## src/rtl/dmem_port_arbiter.sv

```systemverilog
// Two-port arbiter in front of a single-port synchronous data memory.
// IF port is read-only; the lsu port reads and writes with bit write enables.
// Default build: fixed lsu priority with an IF starvation override after MAX_WAIT
// denied cycles. Define DMEM_ARB_RR_EN for round-robin on collisions instead.
module dmem_port_arbiter #(
   parameter int unsigned ADDR_W   = 32,
   parameter int unsigned DATA_W   = 32,
   parameter int unsigned MAX_WAIT = 4
) (
   input  logic              clk_i,
   input  logic              rst_ni,
   input  logic              if_req_i,
   input  logic [ADDR_W-1:0] if_addr_i,
   output logic              if_gnt_o,
   output logic              if_rvalid_o,
   output logic [DATA_W-1:0] if_rdata_o,
   input  logic              lsu_req_i,
   input  logic              lsu_we_i,
   input  logic [ADDR_W-1:0] lsu_addr_i,
   input  logic [DATA_W-1:0] lsu_bwe_i,
   input  logic [DATA_W-1:0] lsu_wdata_i,
   output logic              lsu_gnt_o,
   output logic              lsu_rvalid_o,
   output logic [DATA_W-1:0] lsu_rdata_o,
   output logic              mem_cs_o,
   output logic              mem_we_o,
   output logic [ADDR_W-1:0] mem_addr_o,
   output logic [DATA_W-1:0] mem_bwe_o,
   output logic [DATA_W-1:0] mem_wdata_o,
   input  logic [DATA_W-1:0] mem_rdata_i
);

   localparam logic [1:0] OwnNone = 2'd0;
   localparam logic [1:0] OwnIf   = 2'd1;
   localparam logic [1:0] OwnLsu  = 2'd2;

   logic       if_win;
   logic       if_gnt;
   logic       lsu_gnt;
   logic [1:0] rd_owner_q, rd_owner_d;

`ifdef DMEM_ARB_RR_EN
   // last_lsu_q = 1 when the lsu took the most recent grant; reset favours the lsu.
   logic last_lsu_q, last_lsu_d;

   // IF wins alone, or on a collision when the lsu won last time.
   always_comb begin
      if_win = if_req_i & (~lsu_req_i | last_lsu_q);
   end

   // Track the most recent winner on every grant.
   always_comb begin
      last_lsu_d = last_lsu_q;
      if (lsu_gnt) begin
         last_lsu_d = 1'b1;
      end else if (if_gnt) begin
         last_lsu_d = 1'b0;
      end
   end

   // Last-winner register.
   always_ff @(posedge clk_i or negedge rst_ni) begin
      if (!rst_ni) begin
         last_lsu_q <= 1'b0;
      end else begin
         last_lsu_q <= last_lsu_d;
      end
   end
`else
   localparam int unsigned       CntW     = $clog2(MAX_WAIT + 1);
   localparam logic [CntW-1:0]   MaxWaitC = CntW'(MAX_WAIT);

   logic [CntW-1:0] starve_q, starve_d;

   // lsu has priority unless IF has been denied MAX_WAIT cycles in a row.
   always_comb begin
      if_win = if_req_i & (~lsu_req_i | (starve_q == MaxWaitC));
   end

   // Count consecutive denied IF cycles, saturating; clear on grant or idle.
   always_comb begin
      starve_d = '0;
      if (if_req_i && !if_gnt) begin
         starve_d = (starve_q == MaxWaitC) ? starve_q : starve_q + CntW'(1);
      end
   end

   // Starvation counter register.
   always_ff @(posedge clk_i or negedge rst_ni) begin
      if (!rst_ni) begin
         starve_q <= '0;
      end else begin
         starve_q <= starve_d;
      end
   end
`endif

   // Same-cycle grants, suppressed while reset is asserted.
   always_comb begin
      if_gnt  = rst_ni & if_win;
      lsu_gnt = rst_ni & lsu_req_i & ~if_win;
   end

   // Drive the memory from the granted port; all-zero fields when idle.
   always_comb begin
      mem_we_o    = 1'b0;
      mem_addr_o  = '0;
      mem_bwe_o   = '0;
      mem_wdata_o = '0;
      if (if_gnt) begin
         mem_addr_o = if_addr_i;
      end else if (lsu_gnt) begin
         mem_addr_o = lsu_addr_i;
         if (lsu_we_i) begin
            mem_we_o    = 1'b1;
            mem_bwe_o   = lsu_bwe_i;
            mem_wdata_o = lsu_wdata_i;
         end
      end
   end

   // Remember who owns next cycle's read data; writes produce no response.
   always_comb begin
      rd_owner_d = OwnNone;
      if (if_gnt) begin
         rd_owner_d = OwnIf;
      end else if (lsu_gnt && !lsu_we_i) begin
         rd_owner_d = OwnLsu;
      end
   end

   // Read-owner register; async clear drops any in-flight response.
   always_ff @(posedge clk_i or negedge rst_ni) begin
      if (!rst_ni) begin
         rd_owner_q <= OwnNone;
      end else begin
         rd_owner_q <= rd_owner_d;
      end
   end

   assign if_gnt_o     = if_gnt;
   assign lsu_gnt_o    = lsu_gnt;
   assign mem_cs_o     = if_gnt | lsu_gnt;
   assign if_rvalid_o  = (rd_owner_q == OwnIf);
   assign lsu_rvalid_o = (rd_owner_q == OwnLsu);
   assign if_rdata_o   = mem_rdata_i;
   assign lsu_rdata_o  = mem_rdata_i;

endmodule

```

## config.mk

```make
export PLATFORM = sky130hd
export DESIGN_NAME = dmem_port_arbiter
export DESIGN_NICKNAME = d
export VERILOG_FILES = /design/src/rtl/dmem_port_arbiter.sv
export SDC_FILE = /design/constraint.sdc
export NUM_CORES = 1
export LEC_CHECK = 0
export CORE_AREA = 2 2 130 132
export DETAILED_ROUTE_END_ITERATION = 7
export DIE_AREA = 0 0 132 134
export HOLD_SLACK_MARGIN = 0.05
export PLACE_DENSITY_LB_ADDON = 0.3
export SLEW_MARGIN = 20
export SYNTH_ARGS = -nofsm -noshare
export SYNTH_HDL_FRONTEND = slang
export SYNTH_SLANG_ARGS = --single-unit
```

## constraint.sdc

```tcl
create_clock -name clk_i -period 4.5 [get_ports clk_i]
set_input_delay 0.675 -clock clk_i [delete_from_list [all_inputs] [get_ports clk_i]]
set_output_delay 0.675 -clock clk_i [all_outputs]
set_load 0.005 [all_outputs]
```

==> results of run 1 <==
[state kept, by name, summed over array words and instances (netlist names)]
signal / flops
rd_owner_q: 2
starve_q: 3
[per-layer routing]
layer	vias up	GRT usage	wire length, um
li1	1282	-	-
met2	169	0.248	6700
met3	27	0.0336	998
met1	1250	0.122	4130
met4	0	0.0254	211
met5	-	0	0
[metrics by stage]
stage           util  power [mW]  instances  hold WS, ps  worst slack, ps
6_report       0.271       0.497        658          612             1060
5_1_grt        0.271       0.526        658          636              963
2_1_floorplan      -       0.200        293          379             2440
3_5_place_dp   0.266       0.353        654          601             1060
3_3_place_gp   0.266       0.350        654          545             1100
4_1_cts        0.271       0.505        658          608             1050
[report_power, final]
| part | total [mW] | leakage (nW) | internal, mW | switching [mW] |
|---|---|---|---|---|
| Sequential | 0.0499 | 0.0671 | 0.0477 | 0.00223 |
| Combinational | 0.301 | 1.31 | 0.198 | 0.103 |
| Clock | 0.146 | 0.0382 | 0.117 | 0.0286 |
[cell type report]
| type | count | area (um^2) |
|---|---|---|
| flip-flops and latches | 5 | 125 |
| multi-input cells | 185 | 1520 |
| inverters | 2 | 7.51 |
| clock buffers | 4 | 78.8 |
| fillers | 1750 | 11900 |
| well taps | 220 | 275 |
| repair buffers | 242 | 2410 |
[worst max-delay path: cells and delay by family]
family	cells	cell delay, ps
buf+inv	3	1460
simple gates	2	600
[logic make-up (layout without fill, tap and decap cells)]
| logic type | Yosys count | count (layout) | share of synthesized area |
|---|---|---|---|
| simple gates | 144 | 144 | 0.495 |
| buf+inv | 103 | 248 | 0.339 |
| compound gates | 38 | 38 | 0.100 |
| flops | 5 | 5 | 0.0507 |
| fa+ha+maj | 2 | 2 | 0.0101 |
| mux | 1 | 1 | 0.00456 |
[worst max-delay path by stage]
stage	slack, ps	depth (start not counted)	startpoint	endpoint
5_1_grt	960	5	lsu_we_i	mem_wdata_o[1]
2_1_floorplan	2440	5	rst_ni	mem_bwe_o[0]
3_5_place_dp	1060	5	lsu_we_i	mem_wdata_o[2]
4_1_cts	1050	5	lsu_we_i	mem_wdata_o[1]
6_report	1060	5	lsu_we_i	mem_wdata_o[1]
3_3_place_gp	1100	5	lsu_we_i	mem_wdata_o[23]
[layout by cell type (no fill, tap or decap), drive strengths merged]
master         instances
mux2                   1
nor2                   3
o32ai                  2
o22ai                 33
a211oi                 1
and2                   1
a21boi                 1
nor3                   1
nand2                  3
nand4                  1
buf                   11
clkdlybuf4s50        231
ha                     2
nand2b                 1
nand3                 65
inv                    2
dfrtp                  5
nor2b                  3
nand4b                 1
o21ai                  1
and3                   1
nor3b                 64
clkbuf                 4
==> results.cfg, run 1 <==
[outcome]
status = finished clean

[sta]
drv_slew = 0
max-slew-margin-rel = 0.478
clock_skew_ps = 1.40
tightest_slew_ps = 783
hold_viol_final = 0
setup_viol = 0
fin_tns_setup_ps = 0
max_clock_freq_mhz = 291
layout_min_cycle_time_ps = 3440
rsz0062_at_grt = no
timing.final.crit_share = 0.765

[global_routing]
track_usage = 0.122
grt.overflow.total = 0
grt_max_degree = 76
grt_antenna_before_repair = 0
grt_pass1_wl_mm = 16.9
grt_pass1_vias = 2723

[finish]
layout-drive-gt1-share = 0.189
diodes = 0
layout.nets = 606
fin_area_mm2 = 0.00442
synthToLayoutAreaGrowth_pct = 79.1

[synth]
post-synth-top-count-cell = buf_4
ys_seq_area_frac = 0.0507
synth_flop_cell = dfrtp_1
synthTopCellsByCount = buf_4, nand3_1, nor3b_2
synth_edf_count = 0
synth_top_area_share = 0.325
synth_top_area_cell = nor3b_2
yosys_warnings = 0
synth_nets = 460
async_reset_ff_frac = 1.00
syn_avg_cell_area_um2 = 8.42
ys_seq_elements = 5
synth_cell_types = 26
synthCells = 293
syn_area_mm2 = 0.00247
synth_area_leaders = nor3b_2, buf_4, nand3_1

[hold_path]
min_path_cells = 2
hp-class = flip-flop to flip-flop
holdCritStartpoint = starve_q[0]
min_to = starve_q[0]

[clock_tree]
clkLatencyLatePin_ps = 230
ctsHoldBuffers = 0
post_cts_buffers = 0
clockBufferDepth = 2
post_cts_resized = 0
numCtsBuffers = 3
clk_pin_slew_worst_paths_ps = 30
root_buffer = clkbuf_16
cts.sinks = 5
cts_tree = built
cts-htree-levels = 1

[job]
cap_violations = 0

[setup_path]
cp_data_required_time_ps = 3830
endpoint_kind = output port
path_cells = clkdlybuf4s50_1 -> nand3_4 -> buf_12 -> nor3b_2 -> clkdlybuf4s50_1
crit_fanout = 38
setup.worst_path.start_class = input pin
worstPathArrival_ps = 2770
critical_path_class = input pin to output port
regToRegSetupSlack_ps = 2490
crit_top_cell = clkdlybuf4s50_1
r2r-start = starve_q[0]
r2r-end = rd_owner_q[1]
slowest_delay_ps = 550
r2r_cells = 5
crit_slowest_cell = clkdlybuf4s50_1

[pwr]
leakagePower_nw = 1.42
powerDensity_mw_per_mm2 = 112
ir_drop_uv = 119

[detailed_routing]
vias = 2728
drtPass1Iterations = 4
postRouteAntennaNets = 0
finalWirelength_mm = 12.0
wl_per_cell_um = 18.3
avgViaCountPerCell = 4.15
dr.first_iter.drc_count = 71
drc_errors = 0

[die]
die_w_um = 132
die_y_um = 134
start_util = 0.151
coreArea_mm2 = 0.0163
ios = 331
dieArea_mm2 = 0.0177
std_cell_rows = 47

[placed_design]
port_buffers = 234
hpwl_mm = 9.60
postPlaceCellArea_mm2 = 0.00434
place_congestion = 0.822
Power figures use the tool's default switching activity.
==> run 2, diff against run 1 <==
--- a/config.mk
+++ b/config.mk
@@ -5,9 +5,9 @@
 export SDC_FILE = /design/constraint.sdc
 export NUM_CORES = 1
 export LEC_CHECK = 0
-export CORE_AREA = 2 2 130 132
+export CORE_AREA = 2 2 127 129
 export DETAILED_ROUTE_END_ITERATION = 7
-export DIE_AREA = 0 0 132 134
+export DIE_AREA = 0 0 129 131
 export HOLD_SLACK_MARGIN = 0.05
 export PLACE_DENSITY_LB_ADDON = 0.3
 export SLEW_MARGIN = 20
==> constraint.sdc (replaced) <==
create_clock -name clk_i -period 3.4 [get_ports clk_i]
set_input_delay 0.51 -clock clk_i [delete_from_list [all_inputs] [get_ports clk_i]]
set_output_delay 0.51 -clock clk_i [all_outputs]
set_load 0.005 [all_outputs]
==> results.cfg, run 2 (synthesis gave the netlist of run 1 again) <==
[clock_tree]
cts-htree-levels = 1
post_cts_resized = 0
numCtsBuffers = 3
post_cts_buffers = 0
ctsHoldBuffers = 0
root_buffer = clkbuf_16
cts_tree = built
clk_pin_slew_worst_paths_ps = 30
clockBufferDepth = 2
clkLatencyLatePin_ps = 230
cts.sinks = 5

[setup_path]
endpoint_kind = output port
crit_fanout = 20
cp_data_required_time_ps = 2890
setup.worst_path.start_class = flip-flop
worstPathArrival_ps = 2430
critical_path_class = flip-flop to output port

[sta]
worst_hold_slack_ps = 314
timing.final.crit_share = 0.864
layout_min_cycle_time_ps = 2940
max-slew-margin-rel = 0.635
fin_tns_setup_ps = 0
fin_ws_ps = 461
tightest_slew_ps = 547
rsz0062_at_grt = no
drv_slew = 0
max_clock_freq_mhz = 340
clock_skew_ps = 1.97
hold_viol_final = 0
setup_viol = 0

[pwr]
p_clk_frac = 0.293
intPower_mw = 0.484
p_seq_frac = 0.100
power_switching_mw = 0.174
power_switching_share = 0.264
powerDensity_mw_per_mm2 = 148
leakagePower_nw = 1.43
comb_power_share = 0.607
p_total_mw = 0.658
ir_drop_uv = 117

[detailed_routing]
finalWirelength_mm = 11.5
vias = 2742
drtPass1Iterations = 4
avgViaCountPerCell = 4.18
dr.first_iter.drc_count = 80
postRouteAntennaNets = 0
drc_errors = 0
wl_per_cell_um = 17.5

[die]
die_y_um = 131
std_cell_rows = 46
die_w_um = 129
coreArea_mm2 = 0.0156
dieArea_mm2 = 0.0169
start_util = 0.158
ios = 331

[placed_design]
place_congestion = 0.755
dp_slack_ps = 562
hpwl_mm = 9.25
port_buffers = 234

[global_routing]
grt_pass1_wl_mm = 15.1
grt_antenna_before_repair = 0
track_usage = 0.117
grt.overflow.total = 0
globalRouteMet3Util = 0.0297
grt.met2_usage = 0.242
gr-max-usage-layer = met2
grt_max_degree = 66
grt_use_met1 = 0.111
grt_pass1_vias = 2608

[finish]
layout_commonest_cell = clkdlybuf4s50_1
nFillCells = 1672
largest_registers = starve_q: 3 flops, rd_owner_q: 2 flops
synthToLayoutAreaGrowth_pct = 80.4
diodes = 0
top_register = starve_q
layout-drive-gt1-share = 0.189
layout.nets = 608
final_cell_mix = clkdlybuf4s50_1, nor3b_2, nand3_1
largest_reg_flops = 3

[hold_path]
hp-class = input pin to asynchronous set/reset pin

[outcome]
status = finished clean

[job]
cap_violations = 0
[run 2: path summary, 6_finish.rpt]
path / from / cells past startpoint / slack, ps / end
max: starve_q[0] / 6 / 460 / mem_wdata_o[17]
max in group asynchronous: rst_ni / 2 / 2880 / rd_owner_q[1]
min in group clk_i: starve_q[0] / 2 / 580 / starve_q[0]
min: rst_ni / 2 / 310 / starve_q[2]
max reg2reg: starve_q[0] / 4 / 1900 / starve_q[2]
min reg2reg: starve_q[0] / 2 / 580 / starve_q[0]
[run 2: power groups by stage]
| stage | Sequential [mW] | Clock, mW | Combinational (mW) |
|---|---|---|---|
| floorplan | 0.0656 | 0 | 0.199 |
| global placement | 0.0662 | 0 | 0.397 |
| global route | 0.0661 | 0.201 | 0.426 |
| finish | 0.0658 | 0.193 | 0.399 |
| CTS | 0.0657 | 0.196 | 0.404 |
| detailed placement | 0.0664 | 0 | 0.402 |
[run 2: final cells by class]
| cell class | count | area (um^2) | area share |
|---|---|---|---|
| timing repair buffer | 244 | 2450 | 0.550 |
| sequential | 5 | 125 | 0.0281 |
| clock buffer | 4 | 78.8 | 0.0177 |
| tap | 216 | 270 | 0.0607 |
| inverter | 2 | 7.51 | 0.00169 |
| multi-input combinational | 185 | 1520 | 0.341 |
[run 2: per-stage QoR]
stage,utilization,cell area [um^2],cells
4_1_cts,0.285,4450,656
6_report,0.285,4450,656
2_1_floorplan,-,2470,293
3_5_place_dp,0.280,4370,652
3_3_place_gp,0.280,4370,652
5_1_grt,0.285,4450,656
[run 2: worst max-delay path, cell delays in order, from the launching register on]
cell and delay [ps]:
dfrtp_1 380, inv_1 90, ha_1 340, and3_4 450, buf_4 370, nor3b_2 90, clkdlybuf4s50_1 470
[run 2: layer usage]
metal | part of all wire | vias up
li1 | - | 1284
met1 | 0.33 | 1262
met2 | 0.55 | 169
met3 | 0.095 | 27
met4 | 0.026 | 0
met5 | 0 | -
